### src/rtl/seg_step_decoder.sv
// Seven-segment bus monitor: glitch-filters the active-low segment pattern, decodes it
// back to a digit and classifies each digit change as step up, step down or illegal jump.
module seg_step_decoder #(
  parameter int MODULUS       = 5,
  parameter int STABLE_CYCLES = 2
) (
  input  logic       clk,
  input  logic       reset,
  input  logic [6:0] seg_in,
  input  logic       clear_err,
  output logic [3:0] digit,
  output logic       digit_valid,
  output logic       step_up,
  output logic       step_down,
  output logic       err_jump,
  output logic       err_pattern,
  output logic [7:0] net_steps
);

  typedef enum logic [1:0] {ST_INIT, ST_TRACK, ST_FAULT} state_t;

  localparam logic [3:0] STABLE    = 4'(STABLE_CYCLES);
  localparam logic [3:0] MAX_DIGIT = 4'(MODULUS - 1);

  state_t     state_reg, state_next;
  logic [6:0] sample_reg, cand_reg, pattern_reg;
  logic [3:0] count_reg, count_next;
  logic       accept_reg, accept_next;
  logic [3:0] digit_reg, digit_next;
  logic       valid_reg, valid_next;
  logic       up_reg, up_next, down_reg, down_next;
  logic       jump_reg, jump_next, pat_err_reg, pat_err_next;
  logic [7:0] net_reg, net_next;

  logic [3:0] pat_value;
  logic       pat_known, pat_blank, pat_legal;
  logic [3:0] digit_inc, digit_dec;

  // Count saturates at STABLE so a long stable run is accepted exactly once.
  always_comb begin
    count_next = count_reg;
    if (sample_reg != cand_reg)
      count_next = 4'd1;
    else if (count_reg < STABLE)
      count_next = count_reg + 4'd1;
    accept_next = (count_next == STABLE) && ((sample_reg != cand_reg) || (count_reg != STABLE));
  end

  always_comb begin
    pat_value = 4'd0;
    pat_known = 1'b1;
    pat_blank = 1'b0;
    case (pattern_reg)
      7'b1000000: pat_value = 4'd0;
      7'b1111001: pat_value = 4'd1;
      7'b0100100: pat_value = 4'd2;
      7'b0110000: pat_value = 4'd3;
      7'b0011001: pat_value = 4'd4;
      7'b0010010: pat_value = 4'd5;
      7'b0000010: pat_value = 4'd6;
      7'b1111000: pat_value = 4'd7;
      7'b0000000: pat_value = 4'd8;
      7'b0010000: pat_value = 4'd9;
      7'b1111111: begin pat_known = 1'b0; pat_blank = 1'b1; end
      default:    pat_known = 1'b0;
    endcase
    pat_legal = pat_known && (pat_value <= MAX_DIGIT);
    digit_inc = (digit_reg == MAX_DIGIT) ? 4'd0 : digit_reg + 4'd1;
    digit_dec = (digit_reg == 4'd0) ? MAX_DIGIT : digit_reg - 4'd1;
  end

  always_comb begin
    state_next   = state_reg;
    digit_next   = digit_reg;
    valid_next   = valid_reg;
    up_next      = 1'b0;
    down_next    = 1'b0;
    net_next     = net_reg;
    jump_next    = clear_err ? 1'b0 : jump_reg;
    pat_err_next = clear_err ? 1'b0 : pat_err_reg;
    if (accept_reg) begin
      case (state_reg)
        ST_TRACK: begin
          if (pat_legal) begin
            if (pat_value != digit_reg) begin
              // Up is tested first so MODULUS==2 reports every change as a step up.
              if (pat_value == digit_inc) begin
                up_next  = 1'b1;
                net_next = net_reg + 8'd1;
              end else if (pat_value == digit_dec) begin
                down_next = 1'b1;
                net_next  = net_reg - 8'd1;
              end else begin
                jump_next = 1'b1;
              end
            end
            digit_next = pat_value;
          end else if (pat_blank) begin
            state_next = ST_INIT;
            valid_next = 1'b0;
          end else begin
            state_next   = ST_FAULT;
            valid_next   = 1'b0;
            pat_err_next = 1'b1;
          end
        end
        ST_FAULT: begin
          if (pat_legal) begin
            state_next = ST_TRACK;
            digit_next = pat_value;
            valid_next = 1'b1;
          end else if (pat_blank) begin
            state_next = ST_INIT;
          end
        end
        default: begin
          if (pat_legal) begin
            state_next = ST_TRACK;
            digit_next = pat_value;
            valid_next = 1'b1;
          end else if (!pat_blank) begin
            state_next   = ST_FAULT;
            valid_next   = 1'b0;
            pat_err_next = 1'b1;
          end
        end
      endcase
    end
  end

  always_ff @(posedge clk or negedge reset) begin
    if (!reset) begin
      sample_reg  <= 7'h7F;
      cand_reg    <= 7'h7F;
      pattern_reg <= 7'h7F;
      count_reg   <= 4'd0;
      accept_reg  <= 1'b0;
      state_reg   <= ST_INIT;
      digit_reg   <= 4'd0;
      valid_reg   <= 1'b0;
      up_reg      <= 1'b0;
      down_reg    <= 1'b0;
      jump_reg    <= 1'b0;
      pat_err_reg <= 1'b0;
      net_reg     <= 8'd0;
    end else begin
      sample_reg  <= seg_in;
      cand_reg    <= sample_reg;
      pattern_reg <= sample_reg;
      count_reg   <= count_next;
      accept_reg  <= accept_next;
      state_reg   <= state_next;
      digit_reg   <= digit_next;
      valid_reg   <= valid_next;
      up_reg      <= up_next;
      down_reg    <= down_next;
      jump_reg    <= jump_next;
      pat_err_reg <= pat_err_next;
      net_reg     <= net_next;
    end
  end

  assign digit       = digit_reg;
  assign digit_valid = valid_reg;
  assign step_up     = up_reg;
  assign step_down   = down_reg;
  assign err_jump    = jump_reg;
  assign err_pattern = pat_err_reg;
  assign net_steps   = net_reg;

endmodule

### config.mk
export PLATFORM = sky130hd
export DESIGN_NAME = seg_step_decoder
export DESIGN_NICKNAME = d
export VERILOG_FILES = /design/src/rtl/seg_step_decoder.sv
export SDC_FILE = /design/constraint.sdc
export NUM_CORES = 1
export LEC_CHECK = 0
export BUFFER_PORTS_ARGS = -buffer_cell sky130_fd_sc_hd__clkbuf_2
export CORE_MARGIN = 2
export CORE_UTILIZATION = 36
export CTS_CLUSTER_DIAMETER = 150
export DETAILED_ROUTE_END_ITERATION = 10
export GPL_TIMING_DRIVEN = 0
export REMOVE_ABC_BUFFERS = 1
export SLEW_MARGIN = 20
export SYNTH_ARGS = -nofsm -noshare
export SYNTH_HDL_FRONTEND = slang
export SYNTH_SLANG_ARGS = --single-unit
### constraint.sdc
create_clock -name clk -period 9.94 [get_ports clk]
set_input_delay 1.988 -clock clk [delete_from_list [all_inputs] [get_ports clk]]
set_output_delay 1.988 -clock clk [all_outputs]
set_load 0.1 [all_outputs]
==> run metrics <==
CTS tree done; detailed-placement wirelength estimate 2980 um; root buffer cell clkbuf_8; final instance area 2550 um^2; DIE AREA 7050 um^2; number of synthesized flops with an enable pin 0; first-pass GRT wire length 7310 um; clk sink count 38; CP startpoint digit[0]; Global Route Usage Sum 12.6%; DP Area 2460 um^2; FMAX 0.263 GHz; status complete, no violations; areal power density over the cells 122 nW/um^2; H-tree levels 2; FF/Latch Area 968 um^2; r2r setup slk 6140 ps; Final setup viols 0; number of synthesized register bits 38; final worst slack 6140 ps; ys flop type dfrtp_1; vias in the first global route 1550; max reg flops 8; Die W 84.0 um; Sw Ratio 25.7%; clk_skew 5.94 ps; Final Hold Viols 0; drt wl/cell 12.9 um; Mapped Cells 222; sequential area share after synthesis 42.1%; worst path arrival time 4020 ps; area grow syn2layout 10.9%; Clk network pwr share 35.8%; LEAKAGE 1.15 nW; core area 6280 um^2; clk slew on worst S/H paths 80 ps; unrepaired setup endpoints after global routing false; number of port buffers 26; DR pass1 iterations 4; worst path required time 10160 ps; crit path capture type register; share of Yosys cell area claimed by the top area cell type 26.1%; RD Place Congestion 0.833; later-pin clock latency in the skew report 290 ps; I/O Pins 27; P_sw 0.0798 mW; Setup crit end net_steps[7]; Comb pwr share 9.6%; drt total wl 4170 um; MaxCap Viol Count 0; setup bufs post-CTS 0; PostCTS Resize Cnt 0; Crit Path Max Fanout 11; top-count cell post-synth dfrtp_1; VDD IR max 51.2 uV; Final Cycle Share 38.3%; post-layout util 40.7%; Post-synth top cells dfrtp_1 (24), nor2_1 (19), xnor2_1 (17); row count 29; Yosys top cell by area dfrtp_1; Detailed Route Iter0 Violations 51; initial antenna violation count 0; count of cell types in the netlist 59; Least-Margin Pin Slew 930 ps; pre-CTS WS 6110 ps; Vias/cell 5.09; total grt overflow 0; Antenna Diode Count 0; Register-to-Register Path Depth 13; Syn Area/Cell 10.4 um^2; Int Pwr 0.231 mW; relative slew slack 38.0%; fraction of layout cells with a size suffix above 1 24.8%; Worst setup SP type register; async set-reset flop share out of synthesis 100%; Fin Setup TNS 0 ps; die height 84.0 um; hold_buf cts 0; reg2reg end net_steps[7]; synth warn 0; Worst R2R Start digit[0]; fin crit period 3800 ps; sequential power share 54.6%; routed via count 1644; largest net degree at the start of global routing 39; DRC viols 0; clock buffer depth 2; starting density of the core 36.7%; multi-input logic area 1230 um^2; max-slew violation count 0; Final #Nets 266; largest cells by area after synthesis dfrtp_1 (26%), dfstp_2 (16%), xnor2_1 (6.5%), ha_1 (6.0%), nor2_1 (3.1%); Syn Std Cell Area 2300 um^2; total power 0.310 mW; Final ANT Viol Nets 0; Tightest Hold Check Type register to register; Crit Path Class register to register; Num CTS Buffers 5; fill cell count 624
## placed cells by master, fill, tap and decap left out, types with 3 or more instances in the layout
cell type	instances
o21ai_0	7
nor3_1	7
xor2_1	6
nand2_1	14
nand4_1	3
nor2_1	19
xnor2_1	17
a21o_1	3
mux2i_1	4
dfstp_2	14
clkbuf_2	26
o211ai_1	3
dfrtp_1	24
clkbuf_8	6
ha_1	11
a21oi_1	4
inv_1	8
nor4_1	4
and2_1	5
nor2b_1	3
o21ai_1	4
nand3_1	7
## power by group through the flow
stage	Combinational, mW	Clock, mW	Sequential [mW]
global route	0.0342	0.122	0.171
finish	0.0299	0.111	0.170
CTS	0.0304	0.117	0.169
detailed placement	0.0302	0	0.172
global placement	0.0300	0	0.172
floorplan	0.0199	0	0.172
## layout make-up
type | instances | area share, %
multi-input cells | 165 | 48.3
flip-flops and latches | 38 | 37.9
inverters | 9 | 1.32
well taps | 77 | 3.77
clock inverters | 1 | 0.196
clock buffers | 7 | 3.38
repair buffers | 26 | 5.10
## routing by layer
metal / wire [um] / vias up / track usage (%)
li1: - / 844 / -
met1: 2100 / 778 / 17.2
met2: 1940 / 16 / 19.9
met3: 74 / 6 / 2.08
met4: 59 / 0 / 4.99
met5: 0 / - / 0
## stage by stage
stage                     cells  hold slack [ps]
after floorplan             212              360
after global placement      315              363
after detailed placement    315              363
after CTS                   323              373
after global routing        323              380
final                       323              366
## how the worst min path moves through the flow
stage	startpoint	to	cells past startpoint
floorplan	sample_reg[3]	pattern_reg[3]	0
global placement	sample_reg[5]	pattern_reg[5]	0
detailed placement	sample_reg[5]	pattern_reg[5]	0
CTS	sample_reg[5]	pattern_reg[5]	0
global route	sample_reg[0]	pattern_reg[0]	0
finish	sample_reg[5]	pattern_reg[5]	0
## cell families (layout without fill, tap and decap cells)
group,count (synthesis),after routing,synth area share [%]
AOI/OAI and AO/OA,45,45,16.0
xor gates and xnor gates,24,24,9.46
adders and majority gates,11,11,5.98
buffers and inverters,19,43,4.35
DFF,38,38,42.1
muxes,8,8,3.70
and+or+nand+nor,77,77,18.5
## worst max-delay path: stages, from the launching register on
cell,delay [ps]
dfrtp_1,480
inv_1,150
ha_1,270
nor2b_2,270
nor2_1,60
mux2i_1,270
o21ai_1,140
a2111oi_4,670
inv_2,220
ha_1,380
a21o_1,190
a41oi_1,220
mux2i_1,260
xnor2_1,140
Power figures use the tool's default switching activity.
